File: config.mk
export PLATFORM = sky130hd
export DESIGN_NAME = ramp_shaper
export DESIGN_NICKNAME = d
export VERILOG_FILES = /design/src/rtl/ramp_shaper.sv
export SDC_FILE = /design/constraint.sdc
export NUM_CORES = 1
export LEC_CHECK = 0
export CAP_MARGIN = 10
export CORE_ASPECT_RATIO = 0.5
export CORE_MARGIN = 3
export CORE_UTILIZATION = 45
export DETAILED_ROUTE_END_ITERATION = 12
export DONT_BUFFER_PORTS = 1
export MAX_ROUTING_LAYER = met4
export PLACE_DENSITY_LB_ADDON = 0.3
export SLEW_MARGIN = 30
export SYNTH_ARGS = -nofsm -noshare
export SYNTH_HDL_FRONTEND = slang
export SYNTH_SLANG_ARGS = --single-unit
File: constraint.sdc
create_clock -name clk -period 5 [get_ports clk]
set_input_delay 1 -clock clk [delete_from_list [all_inputs] [get_ports clk]]
set_output_delay 1 -clock clk [all_outputs]
set_load 0.02 [all_outputs]
File: src/rtl/ramp_shaper.sv
// Transmit amplitude shaper: buffers signed samples in a FIFO, releases one per
// NCO-derived tick, and ramps the output linearly toward each released sample.
module ramp_shaper #(
  parameter int DEPTH     = 16,
  parameter int RAMP_LOG2 = 6
) (
  input  logic                     clk,
  input  logic                     rst_n,
  input  logic [31:0]              phase,
  input  logic [4:0]               sample_rate,
  input  logic [15:0]              in_data,
  input  logic                     in_valid,
  output logic                     in_ready,
  output logic [15:0]              shaped,
  output logic                     underflow,
  output logic [$clog2(DEPTH):0]   fifo_level
);

  localparam int AW   = $clog2(DEPTH);
  localparam int LW   = AW + 1;
  localparam int ACCW = 16 + RAMP_LOG2;

  typedef enum logic {IDLE, RAMP} state_t;

  logic [15:0]              r_mem [DEPTH];
  logic [AW-1:0]            r_wr_ptr;
  logic [AW-1:0]            r_rd_ptr;
  logic [LW-1:0]            r_level;
  logic                     r_prev_bit;
  state_t                   r_state;
  state_t                   w_next_state;
  logic signed [ACCW-1:0]   r_acc;
  logic signed [16:0]       r_diff;
  logic [RAMP_LOG2-1:0]     r_cnt;
  logic [15:0]              r_shaped;
  logic                     r_underflow;

  logic                     w_bit;
  logic                     w_tick;
  logic                     w_full;
  logic                     w_empty;
  logic                     w_push;
  logic                     w_pop;
  logic                     w_last;
  logic                     w_load;
  logic                     w_step;
  logic [15:0]              w_head;
  logic signed [16:0]       w_diff_new;
  logic signed [ACCW-1:0]   w_acc_load;
  logic signed [ACCW-1:0]   w_acc_sum;

  assign w_bit   = phase[sample_rate];
  assign w_tick  = w_bit ^ r_prev_bit;
  assign w_full  = (r_level == LW'(DEPTH));
  assign w_empty = (r_level == '0);
  assign w_push  = in_valid && !w_full;
  assign w_pop   = w_tick && !w_empty;
  assign w_last  = (r_cnt == '1);
  assign w_head  = r_mem[r_rd_ptr];

  // Both operands widened to 17 bits so full-scale swings cannot wrap.
  assign w_diff_new = $signed({w_head[15], w_head}) - $signed({r_shaped[15], r_shaped});
  assign w_acc_load = $signed({r_shaped, {RAMP_LOG2{1'b0}}});
  assign w_acc_sum  = r_acc + ACCW'(r_diff);

  assign in_ready   = !w_full;
  assign shaped     = r_shaped;
  assign underflow  = r_underflow;
  assign fifo_level = r_level;

  always_ff @(posedge clk) begin
    if (w_push) r_mem[r_wr_ptr] <= in_data;
  end

  always_ff @(posedge clk or negedge rst_n) begin
    if (!rst_n) begin
      r_wr_ptr    <= '0;
      r_rd_ptr    <= '0;
      r_level     <= '0;
      r_prev_bit  <= 1'b0;
      r_underflow <= 1'b0;
    end else begin
      r_prev_bit  <= w_bit;
      r_underflow <= w_tick && w_empty;
      if (w_push) r_wr_ptr <= r_wr_ptr + AW'(1);
      if (w_pop)  r_rd_ptr <= r_rd_ptr + AW'(1);
      case ({w_push, w_pop})
        2'b10:   r_level <= r_level + LW'(1);
        2'b01:   r_level <= r_level - LW'(1);
        default: r_level <= r_level;
      endcase
    end
  end

  always_ff @(posedge clk or negedge rst_n) begin
    if (!rst_n) r_state <= IDLE;
    else        r_state <= w_next_state;
  end

  always_comb begin
    w_next_state = r_state;
    case (r_state)
      IDLE:    if (w_pop) w_next_state = RAMP;
      RAMP:    if (w_pop) w_next_state = RAMP;
               else if (w_last) w_next_state = IDLE;
      default: w_next_state = IDLE;
    endcase
  end

  // A pop always reloads the ramp, so a re-trigger suppresses that cycle's step.
  always_comb begin
    w_load = 1'b0;
    w_step = 1'b0;
    case (r_state)
      IDLE:    w_load = w_pop;
      RAMP: begin
        w_load = w_pop;
        w_step = !w_pop;
      end
      default: ;
    endcase
  end

  always_ff @(posedge clk or negedge rst_n) begin
    if (!rst_n) begin
      r_acc    <= '0;
      r_diff   <= '0;
      r_cnt    <= '0;
      r_shaped <= '0;
    end else if (w_load) begin
      r_acc  <= w_acc_load;
      r_diff <= w_diff_new;
      r_cnt  <= '0;
    end else if (w_step) begin
      r_acc    <= w_acc_sum;
      r_shaped <= w_acc_sum[ACCW-1:RAMP_LOG2];
      r_cnt    <= r_cnt + RAMP_LOG2'(1);
    end
  end

endmodule

==> results.py <==
metrics = {
    "floorplan": {
        "chipWidth_um": 267,
        "core-area_um2": 33300,
        "start_util_pct": 46.1,
        "die_h_um": 137,
        "row_count": 47,
        "dieArea_um2": 36600,
        "io_pins": 79,
    },
    "clocking": {
        "numCtsBuffers": 31,
        "clk_latency_ns": 0.58,
        "clkTransAtPathRegs_ns": 0.07,
        "cts.repair.resized": 0,
        "cts-root-buf": "clkbuf_16",
        "cts_tree": "built",
        "hold_buffers": 0,
        "cts_setup_buffers": 0,
        "htree_num_levels": 1,
        "numClockSinks": 333,
        "cts_max_path_buffers": 3,
    },
    "drt": {
        "wl_mm": 33.6,
        "drt-pass1-iter-count": 5,
        "vias": 9021,
        "postRouteAntennaNets": 0,
        "vias_per_cell": 5.72,
        "drt_iter0_drc": 817,
        "wl_per_cell_um": 21.3,
        "drc": 0,
    },
    "layout": {
        "area_growth_pct": 10.3,
        "multi_input_area_um2": 5430,
        "regArea_um2": 9620,
        "post-route-util_pct": 50.9,
        "nNetsFinal": 1216,
        "nFillCells": 2710,
        "drive_above_1_share_pct": 14.2,
        "diodes": 0,
    },
    "synth": {
        "dominantRegCellSynth": "edfxtp_1",
        "yosys_warnings": 0,
        "syn_nets": 1203,
        "synth.most_common_cell": "edfxtp_1",
        "synth_area_um2": 15400,
        "syn_inst": 1098,
        "synthArstFlopShare_pct": 23.1,
        "syn_avg_cell_area_um2": 14.0,
        "synth_common_cells": "edfxtp_1 (256), mux2i_1 (87), dfrtp_1 (77)",
        "seq_area_frac_synth_pct": 62.5,
        "synth_cell_types": 63,
        "synth-edff-count": 256,
        "synth_largest_area_cell": "edfxtp_1",
        "synth_top_area_share_pct": 50.0,
        "synthTopCellsByArea": "edfxtp_1 (50%), dfrtp_1 (13%), mux2i_1 (5.7%)",
        "synth-seq-cells": 333,
    },
    "timing": {
        "max_slew.worst_pin.slew_ns": 0.782,
        "setup_viol": 0,
        "finClkSkew_ns": 0.0107,
        "tns_ns": 0,
        "layout_min_cycle_time_ns": 4.51,
        "fmax_ghz": 0.222,
        "finalMaxSlewViolations": 0,
        "relSlewSlack_pct": 47.2,
        "hold_violations": 0,
        "rsz0062_at_grt": "false",
        "period_share_pct": 90.2,
    },
    "global_route": {
        "grt_pass1_wl_mm": 52.3,
        "grt_usage_pct": 19.2,
        "grt_pass1_vias": 8956,
        "grt_max_degree": 78,
        "gr-total-overflow": 0,
        "antenna_found_initial": 0,
    },
    "critical_path": {
        "cp.required_ns": 5.42,
        "reg2reg_slack_ns": 0.49,
        "r2r-end": "r_diff[15]$_DFFE_PN0P_",
        "cp-start-kind": "flip-flop",
        "crit_end": "r_diff[15]$_DFFE_PN0P_",
        "worstPathArrival_ns": 4.93,
        "cp-startpoint": "r_rd_ptr[0]$_DFFE_PN0P_",
        "r2r_start": "r_rd_ptr[0]$_DFFE_PN0P_",
        "critPathCaptureType": "flip-flop",
        "path_class": "reg -> reg",
        "path_max_fanout": 32,
        "ff2ff_path_depth": 14,
    },
    "outcome": {
        "status": "completed",
    },
    "power": {
        "seqPwrFrac_pct": 33.6,
        "fin_total_pwr_w": 0.0121,
        "combPwrFrac_pct": 47.1,
        "p_sw_w": 0.00481,
        "clkPwrFrac_pct": 19.3,
        "leakagePower_nw": 6.36,
        "switching_share_pct": 39.8,
        "internal_power_w": 0.00727,
        "power_density_nw_per_um2": 712,
        "vdd_ir_drop_max_uv": 379,
    },
    "run": {
        "drv_cap": 0,
    },
    "placed_design": {
        "dp.final_hpwl_mm": 21.1,
        "gp_congestion": 0.890,
        "port_buffers": 0,
    },
    "worst_hold_path": {
        "hp-class": "in -> async",
    },
}
-- how the worst min path moves through the flow --
stage          slack, ns                  start  cells after the start                endpoint
2_1_floorplan       0.45  r_diff[4]$_DFFE_PN0P_                      2   r_diff[4]$_DFFE_PN0P_
3_3_place_gp        0.47  r_diff[9]$_DFFE_PN0P_                      2   r_diff[9]$_DFFE_PN0P_
3_5_place_dp        0.49  r_diff[9]$_DFFE_PN0P_                      2   r_diff[9]$_DFFE_PN0P_
4_1_cts             0.09                  rst_n                      0  shaped[10]$_DFFE_PN0P_
5_1_grt             0.08                  rst_n                      0   shaped[3]$_DFFE_PN0P_
6_report            0.12                  rst_n                      0  shaped[10]$_DFFE_PN0P_
-- per-stage QoR --
step / cell area (um^2) / hold WS [ns] / std cells / worst slack, ns
5_1_grt: 17000 / 0.0839 / 1577 / 0.0880
6_report: 17000 / 0.117 / 1577 / 0.491
3_5_place_dp: 16000 / 0.486 / 1519 / 0.563
2_1_floorplan: 15400 / 0.451 / 1098 / 0.793
3_3_place_gp: 16000 / 0.472 / 1519 / 0.869
4_1_cts: 17000 / 0.0889 / 1577 / 0.551
-- sequential cells by signal (all words and copies together) (netlist names), 4 cells and up --
name        count
r_mem         256
r_acc          22
r_diff         17
shaped         16
r_cnt           6
fifo_level      5
r_rd_ptr        4
r_wr_ptr        4
-- layer usage --
metal,wire length [um],vias up,GRT usage [%]
li1,-,4216,-
met1,15700,4571,26.3
met2,15700,192,30.4
met3,1680,42,3.40
met4,608,0,4.23
met5,0,-,-
-- power groups by stage --
| stage | sequential, W | clock [W] | combinational, W |
|---|---|---|---|
| finish | 0.00406 | 0.00233 | 0.00569 |
| global route | 0.00413 | 0.00249 | 0.00637 |
| CTS | 0.00407 | 0.00238 | 0.00567 |
| detailed placement | 0.00413 | 0 | 0.00564 |
| global placement | 0.00410 | 0 | 0.00550 |
| floorplan | 0.00389 | 0 | 0.00452 |
-- logic make-up after synthesis --
family | after synthesis | share of synthesized area (%)
XOR/XNOR | 50 | 2.85
adder cells (fa/ha/maj) | 49 | 4.08
AND/OR/NAND/NOR | 204 | 6.15
AO/OA/AOI/OAI | 237 | 9.72
multiplexers | 142 | 12.0
flip-flops | 333 | 62.5
buffers and inverters | 83 | 2.66
-- cell type report --
cell class	count	share of cell area, %
tap	441	3.25
inverter	31	0.686
clock buffer	43	4.84
timing repair buffer	32	1.49
multi-input combinational	682	32.0
sequential	333	56.7
clock inverter	15	1.03
-- worst max-delay path, cell delays in order (launching register included) --
cell      delay [ns]
dfrtp_4         0.81
mux2_2          0.40
o21ai_0         0.14
a21oi_1         0.08
o21a_1          0.21
a221oi_1        0.46
ha_1            0.30
nor2b_1         0.06
o21a_1          0.17
o21ai_0         0.34
a211oi_1        0.16
o41ai_1         0.73
o21ai_0         0.24
xnor2_1         0.17
o21ai_0         0.09
-- cell usage in the layout (no fill, tap or decap), types with 3 or more instances in the layout --
master,netlist,final
edfxtp_1,256,256
mux2i_1,87,87
dfrtp_1,77,76
o21ai_0,74,74
nand2_1,67,67
a21oi_1,62,62
nor2_1,63,52
ha_1,47,47
mux4_2,32,32
clkbuf_16,0,31
buf_4,2,31
inv_1,30,30
xor2_1,25,25
xnor2_1,25,25
a22oi_1,24,24
mux2_2,21,21
nand3_1,18,18
a221oi_1,18,18
a21o_1,15,15
clkbuf_1,19,12
nor2b_1,12,11
nor2_2,0,8
nand4_1,8,8
o211ai_1,7,7
nor3_1,11,7
a31oi_1,7,7
and2_1,6,6
a211oi_1,6,6
clkinv_1,1,4
nand2b_1,4,4
nor3_2,0,4
o21a_1,4,4
clkinvlp_4,0,4
nor2_4,0,3
or2_2,3,3
bufinv_16,0,3
clkinv_2,0,3
Power figures use the tool's default switching activity.
